File: src/rtl/alu_issue_stage.sv
// alu_issue_stage: RV32I decode/issue stage driving the ALU operand/control interface.
// Decodes each accepted instruction combinationally into operands a/b, a 4-bit ALU
// control code and branch/illegal flags. Decoded ops are held in an output register
// backed by one skid entry, so a stalled execute stage never loses or repeats an op.
// Optional build macro: ALU_ISSUE_PERF_EN adds saturating perf_issued / perf_stall counters.
module alu_issue_stage #(
   parameter int N = 32
) (
   input  logic         clk,
   input  logic         rst,
   input  logic         in_valid,
   output logic         in_ready,
   input  logic [31:0]  in_instr,
   input  logic [N-1:0] in_rs1,
   input  logic [N-1:0] in_rs2,
   input  logic [N-1:0] in_pc,
   output logic         out_valid,
   input  logic         out_ready,
   output logic [N-1:0] out_a,
   output logic [N-1:0] out_b,
   output logic [3:0]   out_control,
   output logic         out_is_branch,
   output logic         out_illegal
`ifdef ALU_ISSUE_PERF_EN
   ,
   output logic [31:0]  perf_issued,
   output logic [31:0]  perf_stall
`endif
);

   // ALU control encodings
   localparam logic [3:0] ALU_NONE = 4'd0;
   localparam logic [3:0] ALU_AND  = 4'd1;
   localparam logic [3:0] ALU_OR   = 4'd2;
   localparam logic [3:0] ALU_XOR  = 4'd3;
   localparam logic [3:0] ALU_SLL  = 4'd5;
   localparam logic [3:0] ALU_SRL  = 4'd6;
   localparam logic [3:0] ALU_SRA  = 4'd7;
   localparam logic [3:0] ALU_ADD  = 4'd8;
   localparam logic [3:0] ALU_SUB  = 4'd12;
   localparam logic [3:0] ALU_SLT  = 4'd13;
   localparam logic [3:0] ALU_SLTU = 4'd15;

   // RV32I major opcodes
   localparam logic [6:0] OPC_OP     = 7'b0110011;
   localparam logic [6:0] OPC_OP_IMM = 7'b0010011;
   localparam logic [6:0] OPC_LUI    = 7'b0110111;
   localparam logic [6:0] OPC_AUIPC  = 7'b0010111;
   localparam logic [6:0] OPC_JAL    = 7'b1101111;
   localparam logic [6:0] OPC_JALR   = 7'b1100111;
   localparam logic [6:0] OPC_LOAD   = 7'b0000011;
   localparam logic [6:0] OPC_STORE  = 7'b0100011;
   localparam logic [6:0] OPC_BRANCH = 7'b1100011;

   localparam logic [6:0] F7_BASE = 7'b0000000;
   localparam logic [6:0] F7_ALT  = 7'b0100000;

   typedef struct packed {
      logic [N-1:0] a;
      logic [N-1:0] b;
      logic [3:0]   control;
      logic         is_branch;
      logic         illegal;
   } op_t;

   typedef enum logic [1:0] {
      ST_EMPTY = 2'd0,
      ST_ONE   = 2'd1,
      ST_TWO   = 2'd2
   } occ_t;

   logic [6:0]   opcode_s;
   logic [2:0]   funct3_s;
   logic [6:0]   funct7_s;
   logic         f7_base_s;
   logic         f7_alt_s;
   logic [N-1:0] imm_i_s;
   logic [N-1:0] imm_s_s;
   logic [N-1:0] imm_u_s;
   logic [N-1:0] shamt_s;
   logic [N-1:0] four_s;
   op_t          raw_s;
   logic         bad_s;
   op_t          dec_s;

   occ_t         state_r;
   op_t          main_r;
   op_t          skid_r;
   logic         out_valid_r;
   logic         in_ready_r;
   logic         accept_s;
   logic         issue_s;

   assign opcode_s  = in_instr[6:0];
   assign funct3_s  = in_instr[14:12];
   assign funct7_s  = in_instr[31:25];
   assign f7_base_s = (funct7_s == F7_BASE);
   assign f7_alt_s  = (funct7_s == F7_ALT);

   // Immediates, all sign-extended to the datapath width except the shift amount
   assign imm_i_s = N'($signed(in_instr[31:20]));
   assign imm_s_s = N'($signed({in_instr[31:25], in_instr[11:7]}));
   assign imm_u_s = N'($signed({in_instr[31:12], 12'b0000_0000_0000}));
   assign shamt_s = N'(in_instr[24:20]);
   assign four_s  = N'(32'd4);

   // Combinational decode of the presented instruction into ALU operands and control
   always_comb begin
      raw_s = '0;
      bad_s = 1'b0;
      case (opcode_s)
         OPC_OP: begin
            raw_s.a = in_rs1;
            raw_s.b = in_rs2;
            case (funct3_s)
               3'b000: begin
                  raw_s.control = f7_alt_s ? ALU_SUB : ALU_ADD;
                  bad_s         = !(f7_base_s || f7_alt_s);
               end
               3'b001: begin raw_s.control = ALU_SLL;  bad_s = !f7_base_s; end
               3'b010: begin raw_s.control = ALU_SLT;  bad_s = !f7_base_s; end
               3'b011: begin raw_s.control = ALU_SLTU; bad_s = !f7_base_s; end
               3'b100: begin raw_s.control = ALU_XOR;  bad_s = !f7_base_s; end
               3'b101: begin
                  raw_s.control = f7_alt_s ? ALU_SRA : ALU_SRL;
                  bad_s         = !(f7_base_s || f7_alt_s);
               end
               3'b110: begin raw_s.control = ALU_OR;   bad_s = !f7_base_s; end
               3'b111: begin raw_s.control = ALU_AND;  bad_s = !f7_base_s; end
               default: bad_s = 1'b1;
            endcase
         end
         OPC_OP_IMM: begin
            raw_s.a = in_rs1;
            raw_s.b = imm_i_s;
            case (funct3_s)
               3'b000: raw_s.control = ALU_ADD;
               3'b001: begin
                  raw_s.b       = shamt_s;
                  raw_s.control = ALU_SLL;
                  bad_s         = !f7_base_s;
               end
               3'b010: raw_s.control = ALU_SLT;
               3'b011: raw_s.control = ALU_SLTU;
               3'b100: raw_s.control = ALU_XOR;
               3'b101: begin
                  raw_s.b       = shamt_s;
                  raw_s.control = f7_alt_s ? ALU_SRA : ALU_SRL;
                  bad_s         = !(f7_base_s || f7_alt_s);
               end
               3'b110: raw_s.control = ALU_OR;
               3'b111: raw_s.control = ALU_AND;
               default: bad_s = 1'b1;
            endcase
         end
         OPC_LUI: begin
            raw_s.b       = imm_u_s;
            raw_s.control = ALU_ADD;
         end
         OPC_AUIPC: begin
            raw_s.a       = in_pc;
            raw_s.b       = imm_u_s;
            raw_s.control = ALU_ADD;
         end
         OPC_JAL, OPC_JALR: begin
            raw_s.a       = in_pc;
            raw_s.b       = four_s;
            raw_s.control = ALU_ADD;
         end
         OPC_LOAD: begin
            raw_s.a       = in_rs1;
            raw_s.b       = imm_i_s;
            raw_s.control = ALU_ADD;
         end
         OPC_STORE: begin
            raw_s.a       = in_rs1;
            raw_s.b       = imm_s_s;
            raw_s.control = ALU_ADD;
         end
         OPC_BRANCH: begin
            raw_s.a         = in_rs1;
            raw_s.b         = in_rs2;
            raw_s.is_branch = 1'b1;
            case (funct3_s)
               3'b000, 3'b001: raw_s.control = ALU_SUB;
               3'b100, 3'b101: raw_s.control = ALU_SLT;
               3'b110, 3'b111: raw_s.control = ALU_SLTU;
               default:        bad_s = 1'b1;
            endcase
         end
         default: bad_s = 1'b1;
      endcase
   end

   // Undecodable ops still travel down the pipe, but with every payload field cleared
   assign dec_s = bad_s ? '{a: '0, b: '0, control: ALU_NONE, is_branch: 1'b0, illegal: 1'b1}
                        : raw_s;

   assign accept_s = in_valid && in_ready_r;
   assign issue_s  = out_valid_r && out_ready;

   // Occupancy FSM: output register plus one skid entry, strictly FIFO
   always_ff @(posedge clk or posedge rst) begin
      if (rst) begin
         state_r     <= ST_EMPTY;
         main_r      <= '0;
         skid_r      <= '0;
         out_valid_r <= 1'b0;
         in_ready_r  <= 1'b1;
      end else begin
         case (state_r)
            ST_EMPTY: begin
               if (accept_s) begin
                  main_r      <= dec_s;
                  out_valid_r <= 1'b1;
                  state_r     <= ST_ONE;
               end
            end
            ST_ONE: begin
               if (accept_s && issue_s) begin
                  main_r <= dec_s;
               end else if (accept_s) begin
                  skid_r     <= dec_s;
                  in_ready_r <= 1'b0;
                  state_r    <= ST_TWO;
               end else if (issue_s) begin
                  out_valid_r <= 1'b0;
                  state_r     <= ST_EMPTY;
               end
            end
            ST_TWO: begin
               if (issue_s) begin
                  main_r     <= skid_r;
                  in_ready_r <= 1'b1;
                  state_r    <= ST_ONE;
               end
            end
            default: begin
               out_valid_r <= 1'b0;
               in_ready_r  <= 1'b1;
               state_r     <= ST_EMPTY;
            end
         endcase
      end
   end

   assign in_ready      = in_ready_r;
   assign out_valid     = out_valid_r;
   assign out_a         = main_r.a;
   assign out_b         = main_r.b;
   assign out_control   = main_r.control;
   assign out_is_branch = main_r.is_branch;
   assign out_illegal   = main_r.illegal;

`ifdef ALU_ISSUE_PERF_EN
   logic [31:0] perf_issued_r;
   logic [31:0] perf_stall_r;

   // Saturating counters of output transfers and backpressured cycles
   always_ff @(posedge clk or posedge rst) begin
      if (rst) begin
         perf_issued_r <= 32'd0;
         perf_stall_r  <= 32'd0;
      end else begin
         if (issue_s && (perf_issued_r != 32'hFFFF_FFFF)) begin
            perf_issued_r <= perf_issued_r + 32'd1;
         end
         if (out_valid_r && !out_ready && (perf_stall_r != 32'hFFFF_FFFF)) begin
            perf_stall_r <= perf_stall_r + 32'd1;
         end
      end
   end

   assign perf_issued = perf_issued_r;
   assign perf_stall  = perf_stall_r;
`endif

endmodule

File: config.mk
export PLATFORM = sky130hd
export DESIGN_NAME = alu_issue_stage
export DESIGN_NICKNAME = d
export VERILOG_FILES = /design/src/rtl/alu_issue_stage.sv
export SDC_FILE = /design/constraint.sdc
export NUM_CORES = 1
export LEC_CHECK = 0
export ABC_AREA = 1
export BUFFER_PORTS_ARGS = -buffer_cell sky130_fd_sc_hd__buf_2
export CAP_MARGIN = 20
export CORE_MARGIN = 2
export CORE_UTILIZATION = 54
export DETAILED_ROUTE_END_ITERATION = 10
export PLACE_DENSITY_LB_ADDON = 0.15
export REMOVE_ABC_BUFFERS = 1
export SYNTH_ARGS = -nofsm -noshare
export SYNTH_HDL_FRONTEND = slang
export SYNTH_SLANG_ARGS = --single-unit
File: constraint.sdc
create_clock -name clk -period 4.6 [get_ports clk]
set_input_delay 0.46 -clock clk [delete_from_list [all_inputs] [get_ports clk]]
set_output_delay 0.46 -clock clk [all_outputs]
set_load 0.05 [all_outputs]
Word level (Yosys, flattened, before mapping)
Index checks and enable logic that the tools add are counted.

storage, ports and cells
  register bits after elaboration = 144
  latch bits = 0
  RAM bits = 0
  bits in read-only memories = 0
  input bits = 132
  output and inout bits = 72
  logic and storage cells = 103
  memories kept = 0

cells by class
  $add $sub $neg = 0
  multiply operators = 0
  div/mod/pow operators = 0
  $lt $le $gt $ge = 0
  eq/ne operators = 27
  shifts and indexed selects = 0
  mux-type cells = 33
  bitwise gates (word level) = 3
  reductions and logical operators = 27

operators with widths
  operator                                       number
  2-to-1 mux 70 bit                              4
  case mux 36 bit (7 select lines)               1
  case mux 70 bit (3 select lines)               1
  case mux 32 bit (2 select lines)               1
  case mux 4 bit (8 select lines)                2
  2-to-1 mux 32 bit                              1
  == test 7 x 6 -> 1 bit, second input constant  4
  == test 7 bit, second input constant           3
  OR reduction 6 bit                             3
  == test 7 x 5 -> 1 bit, second input constant  2
  != test 2 bit, second input constant           7
  OR reduction 2 bit                             7
  == test 3 bit, second input constant           4
  case mux 4 bit (3 select lines)                1
  AND reduction 4 bit                            3
  2-to-1 mux 1 bit                               10
  2-to-1 mux 2 bit                               5
  == test 7 x 2 -> 1 bit, second input constant  1
  logical NOT 7 bit                              1
  == test 3 x 2 -> 1 bit, second input constant  2
  case mux 1 bit (3 select lines)                2
  case mux 2 bit (3 select lines)                1
  AND reduction 5 bit                            1
  OR reduction 5 bit                             1
  other kinds (16)                               22

Depth between registers and ports, before layout
  word-level depth = 8
  depth in mapped cells = 14
  mapped depth without buffers = 12

Worst setup path before layout
Ideal clock, no wire load.

  kind = register -> register
  start point = reg in_ready_r (netlist: in_ready)
  end point = reg skid_r[1] (netlist bit)
  setup time = 136 ps
  data arrival time = 1,732 ps
  data required time = 4,464 ps
  path slack = 2,731 ps
  cell stages (with the launch flop) = 11
  path buffers = 3
  period minus slack after synthesis = 1,869 ps
  path through = dfstp_2 > nand2_1 > inv_1 > nand2_1 > nor2_1 > inv_1 > buf_2 > buf_2 > buf_2 > nand2_1 > o21ai_0

on the way
  cells in the longest elaborated chain, start to end = 4

ends and longest elaborated chain
  item                                      line  RTL
  from (decl)                               90    logic in_ready_r;
  from (signal assigned)                    209   in_ready_r <= 1'b1;
  from (signal assigned)                    224   in_ready_r <= 1'b0;
  from (signal assigned)                    234   in_ready_r <= 1'b1;
  logical AND 1 bit (*)                     199   assign accept_s = in_valid && in_ready_r;
  logical AND 1 bit                         220   if (accept_s && issue_s) begin
  NOT 1 bit (no source line)                --
  AND reduction 3 bit (no source line) (*)  --
  to (signal assigned)                      223   skid_r <= dec_s;
  to (decl)                                 88    op_t skid_r;

Every way passes the cells marked *; elsewhere a longest branch is shown, timed or not.
A chain may end at the register's enable or synchronous reset.

Worst setup path after layout
  start point = in in_instr[0]
  end point = reg main_r, in the netlist out_a[8]

on the way
  cells in the longest elaborated chain, start to end = 6
  elaborated cells on any way between the ends = 18
  classes of those cells = eq/ne (9); mux (6); reduce/logical (3)

ends and longest elaborated chain
  item                                                                                 line      RTL
  from (decl)                                                                          13        input logic [31:0] in_instr,
  == test 7 x 6 -> 1 bit (tied with other cells)                                       111       case (opcode_s)
  OR reduction 6 bit (no source line) (tied with other cells)                          --
  case mux 1 bit (4 select lines) or case mux 32 bit (2 select lines) (tied branches)  111
  2-to-1 mux 70 bit (*)                                                                196       assign dec_s = bad_s ? '{a: '0, b: '0, control: ALU_NONE, is_branch: 1'b0, illegal: 1'b1}
  2-to-1 mux 70 bit (on tied branches)                                                 220, 213
  case mux 70 bit (3 select lines) (*)                                                 211       case (state_r)
  to (signal assigned)                                                                 214       main_r <= dec_s;
  to (signal assigned)                                                                 221       main_r <= dec_s;
  to (signal assigned)                                                                 233       main_r <= skid_r;
  to (decl)                                                                            87        op_t main_r;

Every way passes the cells marked *; elsewhere a longest branch is shown, timed or not. The select of a mux whose other input is x is not followed.

==> impl_metrics.json <==
{
  "path_class": "in -> reg",
  "die_x_um": 126,
  "core_area_um2": 14500,
  "clk_path_buf_depth": 2,
  "peakVddDrop_mv": 0.381,
  "cts_setup_buffers": 0,
  "grt-busiest-layer": "met2",
  "final_common_cell": "nand2_1",
  "die_y_um": 126,
  "worst-r2r-cell-count": 8,
  "vias": 8177,
  "powerDensity_nw_per_um2": 529,
  "min_path_type": "in -> async",
  "grtUsageMet3": 0.0552,
  "r2r_end": "out_b[17]",
  "design_area_um2": 9670,
  "power_mw": 5.11,
  "io-pin-count": 204,
  "tightest_slew_ns": 0.984,
  "ys.flop_type": "dfrtp_1",
  "syn-cell-area_um2": 7970,
  "core.rowCount": 44,
  "grt_pass1_vias": 7555,
  "place_inst": 1506,
  "worstPathArrival_ns": 2.71,
  "ys_warn_count": 0,
  "period_minus_slack_ns": 2.40,
  "initial_core_util": 0.551,
  "drc": 0,
  "clk_pin_slew_ns": 0.06,
  "fin_skew_ns": 0.00817,
  "drtIter0Drc": 815,
  "hold_buffers": 0,
  "synth_seq_cells": 144,
  "worstSetupStartpointType": "primary input",
  "clock_sinks": 144,
  "routed_wl_um": 21600,
  "slew_viol_final": 0,
  "finalHoldViolCount": 0,
  "seqCellArea_um2": 3600,
  "overflow": 0,
  "finish.net_count": 1475,
  "viasPerCell": 5.31,
  "tns_ns": 0,
  "synth.distinct_cells": 26,
  "hpwl_um": 13700,
  "max_slew_margin": 0.344,
  "setup_viol": 0,
  "areaGrowthSynthToFinish_pct": 21.2,
  "syn_inst": 1188,
  "num-fill-cells": 1305,
  "use_met1": 0.393,
  "reg2reg_from": "state_r[1]",
  "wire_per_inst_um": 14.0,
  "required_ns": 4.91,
  "regToRegSetupSlack_ns": 2.25,
  "end_kind": "flop",
  "cts_tree": "built",
  "numPortBuffers": 203,
  "grt_pass1_wl_um": 36300,
  "grt_max_degree": 102,
  "fin_cells": 1540,
  "crit_path_max_fanout": 41,
  "met2_usage": 0.446,
  "final_util": 0.668,
  "die_area_um2": 15800,
  "synth-seq-area-share": 0.452,
  "numCtsBuffers": 17,
  "layout-drive-gt1-share": 0.196,
  "synth.avg_cell_area_um2": 6.71,
  "status": "complete, no violations",
  "post_cts_resized": 0,
  "fmax_ghz": 0.416,
  "antenna_cells": 0,
  "cap_violations": 0,
  "mostFrequentLayoutCells": "nand2_1 (551), buf_2 (203), nor2_1 (171)",
  "drt.antenna.violating_nets": 0,
  "dr.pass1.iters": 5,
  "synthArstFlopShare": 1.00,
  "synth_edf_count": 0,
  "grt_setup_unrepaired": "no",
  "cts_root_buffer": "clkbuf_16",
  "leakagePower_nw": 5.98,
  "antenna_found_initial": 0,
  "multi_input_area_um2": 3890,
  "htree_levels": 4,
  "gr-usage-all-layers": 0.281,
  "fin_crit_sh": 0.523,
  "gp_congestion": 0.853,
  "dpl_cell_area_um2": 8980,
  "clk_latency_ns": 0.42
}
-- critical path, stage by stage --
cell and delay (ns):
buf_2 0.08, nand2_1 0.10, inv_2 0.10, nand2_2 0.10, nor2_4 0.18, nand3_2 0.70, buf_4 0.57, nand4_1 0.18
nand2_1 0.06, nand2_1 0.10, nand2_1 0.05
-- layer usage --
| metal | share of wire | wire length (µm) |
|---|---|---|
| met1 | 0.45 | 9690 |
| met5 | 0 | 0 |
| met4 | 0.012 | 269 |
| met2 | 0.46 | 10000 |
| met3 | 0.076 | 1640 |
-- synthesized netlist by cell type (2+ instances only) --
| cell type | number | area (µm²) |
|---|---|---|
| a21oi_1 | 5 | 25.0 |
| buf_1 | 6 | 22.5 |
| buf_2 | 28 | 140 |
| buf_4 | 2 | 15.0 |
| buf_6 | 3 | 33.8 |
| clkbuf_1 | 42 | 158 |
| dfrtp_1 | 143 | 3580 |
| inv_1 | 29 | 109 |
| inv_2 | 4 | 15.0 |
| nand2_1 | 552 | 2070 |
| nand2_2 | 3 | 18.8 |
| nand3_1 | 41 | 205 |
| nand4_1 | 69 | 432 |
| nor2_1 | 171 | 642 |
| nor2_4 | 2 | 22.5 |
| o21ai_0 | 33 | 165 |
| o21ai_1 | 46 | 230 |
-- cells by family after synthesis --
| group | synth area share |
|---|---|
| simple gates | 0.429 |
| flops | 0.452 |
| buf+inv | 0.0618 |
| compound gates | 0.0556 |
| xor+xnor | 0.00110 |
-- state kept, by name (all words and copies together) (netlist names) --
name / cells
out_valid: 1
skid_r: 70
out_is_branch: 1
out_control: 4
state_r: 2
out_illegal: 1
out_a: 32
in_ready: 1
out_b: 32
-- power breakdown --
part / internal [mW] / total (mW) / leakage [nW] / switching (mW)
Combinational: 0.426 / 1.93 / 3.68 / 1.50
Sequential: 1.54 / 1.70 / 1.99 / 0.155
Clock: 0.948 / 1.49 / 0.302 / 0.539
Total: 2.92 / 5.11 / 5.98 / 2.19
-- cell type report --
class	count	share of cell area
clock buffers	22	0.0491
clock inverters	10	0.0163
inverters	33	0.0139
multi-input cells	930	0.403
flip-flops and latches	144	0.373
well taps	184	0.0238
repair buffers	217	0.121
-- worst max path at each step --
stage | startpoint | endpoint | cells after the start
finish | in_instr[0] | out_a[8] | 11
global route | state_r[1] | out_b[20] | 8
CTS | in_instr[0] | out_a[25] | 11
detailed placement | in_instr[0] | out_a[25] | 11
global placement | in_instr[1] | out_a[25] | 11
floorplan | in_ready | out_is_branch | 4
-- stage by stage --
stage / setup WS, ns / hold slack [ns]
floorplan: -1.64 / 0.454
global placement: 1.67 / 0.458
detailed placement: 1.68 / 0.460
CTS: 2.11 / 0.153
global route: 2.02 / 0.183
finish: 2.20 / 0.133
No activity file was read; power rests on OpenSTA's default activity.
